[src/rtl/hue_sat_pipe.sv]
// hue_sat_pipe: fully pipelined RGB565/RGB888 -> hue/saturation/value converter
// with a ready/valid handshake. The pipeline is a fixed 11 stages: expand and
// max/min, sector and numerators, eight restoring-divider stages, and output.
// Optional feature macro: HUE_MATCH_EN (registers o_match against a hue window).
module hue_sat_pipe #(
    parameter int IN_FMT  = 0,
    parameter int DATA_W  = 24,
    parameter int LATENCY = 11  // datapath below is 11 deep; keep this at 11
) (
    input  logic              i_clk,
    input  logic              i_rst,
    input  logic [DATA_W-1:0] i_data,
    input  logic              i_valid,
    output logic              o_ready,
    output logic [8:0]        o_hue,
    output logic [7:0]        o_sat,
    output logic [7:0]        o_val,
    output logic              o_valid,
    input  logic              i_ready,
    input  logic [8:0]        i_hue_lo,
    input  logic [8:0]        i_hue_hi,
    input  logic [7:0]        i_sat_min,
    output logic              o_match
);
    localparam int STAGES = LATENCY;
    localparam int DIV_N  = 8;
    localparam logic [1:0] SEC_R = 2'd0, SEC_G = 2'd1, SEC_B = 2'd2;

    logic              adv;
    logic [STAGES:1]   vld_pipe;

    // Whole pipeline moves together; a full output register blocks it only
    // when downstream is not taking the pixel.
    assign adv     = i_ready | ~o_valid;
    assign o_ready = adv;
    assign o_valid = vld_pipe[STAGES];

    // ---------------- stage 1: expand to 8 bits, max/min ----------------
    logic [7:0] r8, g8, b8, mx8, mn8;
    generate
        if (IN_FMT == 0) begin : g_565
            assign r8 = {i_data[15:11], i_data[15:13]};
            assign g8 = {i_data[10:5],  i_data[10:9]};
            assign b8 = {i_data[4:0],   i_data[4:2]};
        end else begin : g_888
            assign r8 = i_data[23:16];
            assign g8 = i_data[15:8];
            assign b8 = i_data[7:0];
        end
    endgenerate

    // Three-way max and min of the expanded channels
    always_comb begin
        mx8 = r8;
        if (g8 > mx8) mx8 = g8;
        if (b8 > mx8) mx8 = b8;
        mn8 = r8;
        if (g8 < mn8) mn8 = g8;
        if (b8 < mn8) mn8 = b8;
    end

    logic [7:0] s1_r, s1_g, s1_b, s1_max, s1_min;
    // Stage 1 register
    always_ff @(posedge i_clk) begin
        if (adv) begin
            s1_r   <= r8;
            s1_g   <= g8;
            s1_b   <= b8;
            s1_max <= mx8;
            s1_min <= mn8;
        end
    end

    // ---------------- stage 2: sector, signed difference, numerators ----------------
    logic [7:0] delta_c, absd_c;
    logic [1:0] sec_c;
    logic       neg_c;

    // Sector priority R > G > B on ties; keep |d| and its sign separately
    always_comb begin
        delta_c = s1_max - s1_min;
        if (s1_r >= s1_g && s1_r >= s1_b) begin
            sec_c  = SEC_R;
            neg_c  = s1_g < s1_b;
            absd_c = neg_c ? s1_b - s1_g : s1_g - s1_b;
        end else if (s1_g >= s1_b) begin
            sec_c  = SEC_G;
            neg_c  = s1_b < s1_r;
            absd_c = neg_c ? s1_r - s1_b : s1_b - s1_r;
        end else begin
            sec_c  = SEC_B;
            neg_c  = s1_r < s1_g;
            absd_c = neg_c ? s1_g - s1_r : s1_r - s1_g;
        end
    end

    // Index 0 holds the stage-2 register; index k the k-th divider stage.
    logic [15:0] hrem [0:DIV_N];
    logic [15:0] srem [0:DIV_N];
    logic [7:0]  hdiv [0:DIV_N];
    logic [7:0]  sdiv [0:DIV_N];
    logic [7:0]  qh   [0:DIV_N];
    logic [7:0]  qs   [0:DIV_N];
    logic [1:0]  sec  [0:DIV_N];
    logic        neg  [0:DIV_N];

    // Stage 2 register: 60*|d| / delta and 255*delta / max set up for division
    always_ff @(posedge i_clk) begin
        if (adv) begin
            hrem[0] <= 16'(absd_c) * 16'd60;
            srem[0] <= 16'(delta_c) * 16'd255;
            hdiv[0] <= delta_c;
            sdiv[0] <= s1_max;
            qh[0]   <= '0;
            qs[0]   <= '0;
            sec[0]  <= sec_c;
            neg[0]  <= neg_c;
        end
    end

    // ---------------- stages 3..10: restoring dividers, MSB first ----------------
    // Both quotients fit in 8 bits because numerator < 256*divisor, so each
    // stage only tests divisor<<bit. A zero divisor never sets a bit.
    generate
        for (genvar k = 1; k <= DIV_N; k++) begin : g_div
            localparam int SH = DIV_N - k;
            logic [15:0] hsub, ssub;
            logic        hbit, sbit;

            // Trial subtraction for quotient bit SH
            always_comb begin
                hsub = 16'(hdiv[k-1]) << SH;
                ssub = 16'(sdiv[k-1]) << SH;
                hbit = (hdiv[k-1] != 8'd0) && (hrem[k-1] >= hsub);
                sbit = (sdiv[k-1] != 8'd0) && (srem[k-1] >= ssub);
            end

            // Divider stage register
            always_ff @(posedge i_clk) begin
                if (adv) begin
                    hrem[k] <= hbit ? hrem[k-1] - hsub : hrem[k-1];
                    srem[k] <= sbit ? srem[k-1] - ssub : srem[k-1];
                    qh[k]   <= qh[k-1] | (8'(hbit) << SH);
                    qs[k]   <= qs[k-1] | (8'(sbit) << SH);
                    hdiv[k] <= hdiv[k-1];
                    sdiv[k] <= sdiv[k-1];
                    sec[k]  <= sec[k-1];
                    neg[k]  <= neg[k-1];
                end
            end
        end
    endgenerate

    // ---------------- stage 11: hue assembly and output ----------------
    logic [8:0] hue_c, qh9;

    // Place the 0..60 offset around the sector base; R-negative wraps below 360
    always_comb begin
        qh9 = {1'b0, qh[DIV_N]};
        case (sec[DIV_N])
            SEC_R:   hue_c = neg[DIV_N] ? ((qh9 == 9'd0) ? 9'd0 : 9'd360 - qh9) : qh9;
            SEC_G:   hue_c = neg[DIV_N] ? 9'd120 - qh9 : 9'd120 + qh9;
            default: hue_c = neg[DIV_N] ? 9'd240 - qh9 : 9'd240 + qh9;
        endcase
        if (hdiv[DIV_N] == 8'd0) hue_c = 9'd0;
    end

    // Valid shift register and output registers; reset drops in-flight pixels
    always_ff @(posedge i_clk) begin
        if (i_rst) begin
            vld_pipe <= '0;
            o_hue    <= '0;
            o_sat    <= '0;
            o_val    <= '0;
        end else if (adv) begin
            vld_pipe <= {vld_pipe[STAGES-1:1], i_valid};
            o_hue    <= hue_c;
            o_sat    <= qs[DIV_N];
            o_val    <= sdiv[DIV_N];
        end
    end

`ifdef HUE_MATCH_EN
    logic in_win, match_c;

    // Hue window test; lo > hi means the window wraps through 0
    always_comb begin
        if (i_hue_lo <= i_hue_hi) in_win = (hue_c >= i_hue_lo) && (hue_c <= i_hue_hi);
        else                      in_win = (hue_c >= i_hue_lo) || (hue_c <= i_hue_hi);
        match_c = in_win && (qs[DIV_N] >= i_sat_min);
    end

    // Match flag registered alongside the other outputs
    always_ff @(posedge i_clk) begin
        if (i_rst)    o_match <= 1'b0;
        else if (adv) o_match <= match_c;
    end
`else
    assign o_match = 1'b0;
`endif

    // Input bits outside the selected format and the final remainders are not needed
    logic unused_bits;
    assign unused_bits = ^{i_data, i_hue_lo, i_hue_hi, i_sat_min, hrem[DIV_N], srem[DIV_N]};

endmodule

[config.mk]
export PLATFORM = sky130hd
export DESIGN_NAME = hue_sat_pipe
export DESIGN_NICKNAME = d
export VERILOG_FILES = /design/src/rtl/hue_sat_pipe.sv
export SDC_FILE = /design/constraint.sdc
export NUM_CORES = 1
export LEC_CHECK = 0
export BUFFER_PORTS_ARGS = -buffer_cell sky130_fd_sc_hd__buf_2
export CAP_MARGIN = 15
export CORE_MARGIN = 5
export CORE_UTILIZATION = 55
export CTS_CLUSTER_DIAMETER = 120
export DETAILED_ROUTE_END_ITERATION = 6
export PLACE_DENSITY = 0.7
export SLEW_MARGIN = 20
export SYNTH_ARGS = -nofsm -noshare
export SYNTH_HDL_FRONTEND = slang
export SYNTH_SLANG_ARGS = --single-unit
[constraint.sdc]
create_clock -name i_clk -period 17.2 [get_ports i_clk]
set_clock_uncertainty 0.15 [all_clocks]
set_input_delay 0.86 -clock i_clk [delete_from_list [all_inputs] [get_ports i_clk]]
set_output_delay 0.86 -clock i_clk [all_outputs]
set_load 0.005 [all_outputs]
==> results.cfg <==
[status]
status = finished, final reports clean

[clock_tree]
cts_num_sinks = 542
clock_latency_ps = 620
clk_pin_slew_worst_paths_ps = 60
cts_inserted_buffers = 57
cts_tree = yes
cts_buffer_depth = 3
root_buffer = clkbuf_16
cts_htree_levels = 2
cts_resized = 0
cts_hold_buf = 0
post_cts_buffers = 0

[drt]
drt-met1-wl_mm = 22.9
drc = 0
wl_met3_mm = 1.86
wl_mm = 55.0
drtIter0Drc = 1068
wl_per_cell_um = 15.7
num_vias = 19100
met2_wirelength_mm = 28.4
routed_via_density = 5.44
topRoutingLayerUsed = met4
ant_nets = 0
firstDrtPassIters = 5

[worst_setup_path]
worstSetupEndpointType = flip-flop
cp.arrival_ps = 6920
critPathRequiredTime_ps = 17400
crit_type = flip-flop to flip-flop
path_max_fanout = 10
start_kind = flip-flop

[synth]
yosysUniqueCellTypes = 92
ys.flop_type = edfxtp_1
synth.net_count = 3006
synth_enable_flop_cells = 506
synth_top_area_share_pct = 49.9
post_synth_inst_count = 2632
ys_async_sr_fraction_pct = 0
synth_top_area_cell = edfxtp_1
yosys-top-cells-area = edfxtp_1, ha_1, inv_1
syn_avg_cell_area_sq_um = 11.6
synth_area_sq_um = 30400
synth.yosys.warnings = 0
synth_seq_cells = 542
yosysSeqAreaShare_pct = 52.3

[floorplanning]
die_h_um = 245
start_util_pct = 55.4
io_pins = 82
die_w_um = 245
core_sq_um = 55000
num_rows = 86
die_area_sq_um = 60200

[placed_design]
dp_hpwl_mm = 41.3
gp_congestion = 0.921
port_buffers = 46

[grt]
grt_pass1_vias = 19300
grt_max_degree = 113
grt_usage_pct = 18.3
antenna_found_initial = 0
grt_pass1_wl_mm = 91.7
grt_overflow = 0

[layout]
fillers = 4316
final_common_cell = edfxtp_1
final_cell_mix = edfxtp_1, inv_1, ha_1, nand2_1, a21oi_1
syn2layout_area_growth_pct = 9.95
fin_nets = 3080
seq_area_sq_um = 15900
num_antenna_cells = 0
multi_input_area_sq_um = 13100
drive_above_1_share_pct = 6.57

[timing]
rsz0062_at_grt = false
min_period_over_period_pct = 39.1
tightest_slew_ps = 1060
fin_tns_setup_ps = 0
hold_viol = 0
finalSetupViolations = 0
timing.final.crit_period_ps = 6720
fmax_mhz = 149
max_slew_margin_pct = 29.1
slew_violations = 0

[worst_hold_path]
hold_class = flip-flop to flip-flop

[flow_run]
max_cap_viol_count = 0
-- cells by family (layout without fill, tap and decap cells) --
kind of cell / count (synthesis) / count (layout) / synth area share (%)
AND/OR/NAND/NOR: 643 / 643 / 10.3
buffers and inverters: 369 / 491 / 4.66
other: 1 / 1 / 0.0123
multiplexers: 84 / 84 / 2.92
AO/OA/AOI/OAI: 509 / 509 / 10.5
XOR/XNOR: 163 / 163 / 4.71
flip-flops: 542 / 542 / 52.3
adder cells (fa/ha/maj): 321 / 321 / 14.5
-- layout make-up --
type	instances	area share (%)
clock buffers	79	4.60
clock inverters	28	1.15
inverters	326	3.68
multi-input cells	1721	39.3
flip-flops and latches	542	47.5
well taps	748	2.80
repair buffers	58	0.957
-- routing by layer --
metal	global-route usage [%]	vias to the layer above
li1	-	9566
met1	21.8	9043
met2	33.7	319
met3	2.47	124
met4	6.78	0
met5	0	-
-- through the flow --
stage	setup slack (ps)	cells	hold slack [ps]	util, %	instance area, sq um
6_report	10480	3502	260	60.9	33500
5_1_grt	10020	3502	267	60.9	33500
4_1_cts	10450	3502	244	60.8	33400
3_5_place_dp	10550	3395	255	57.3	31500
3_3_place_gp	10620	3395	251	57.3	31500
2_1_floorplan	1150	2632	250	-	30400
-- Yosys cell counts, drive strengths merged, types with 36 or more instances --
cell,count
a21oi,130
nand2b,40
xnor2,97
nor4,44
mux2i,49
nand2,235
inv,326
a21o,49
xor2,66
ha,265
nor3,36
fa,55
nor2b,49
edfxtp,506
dfxtp,36
o21ai,158
nor2,131
-- sequential cells by signal (all words and copies together) (netlist names) --
name / cells
hdiv: 72
hrem: 111
neg: 9
o_hue: 9
o_sat: 8
o_val: 8
qh: 36
qs: 36
s1_b: 5
s1_g: 6
s1_max: 8
s1_min: 8
s1_r: 5
sdiv: 72
sec: 18
srem: 120
vld_pipe: 11
-- worst paths after layout --
| check | startpoint | end | slack (ps) | cells past startpoint |
|---|---|---|---|---|
| worst max register to register | s1_b[5] | hrem[0][13] | 10480 | 26 |
| worst min register to register | neg[4] | neg[5] | 260 | 0 |
| worst max-delay path | s1_b[5] | hrem[0][13] | 10480 | 26 |
| worst min-delay path | neg[4] | neg[5] | 260 | 0 |
-- critical path, cell delays in order, from the launching register on --
cell and delay [ps]:
edfxtp_1 520, inv_1 230, ha_1 250, inv_1 70, fa_1 430, a211o_1 300
a21oi_2 190, o21a_1 390, mux2i_1 280, xor2_1 200, o21ai_1 90, mux2i_1 280
inv_1 150, fa_1 540, inv_1 70, fa_1 540, inv_1 70, ha_1 270
a21o_1 180, a21oi_1 230, o21bai_1 110, a21oi_1 230, o21bai_1 90, a21oi_1 240
o21bai_1 100, a21oi_1 190, xnor2_1 80
Power is left out: the tool's default activity adds up to more than one toggle a clock period on the data nets, which glitch-free logic cannot reach.
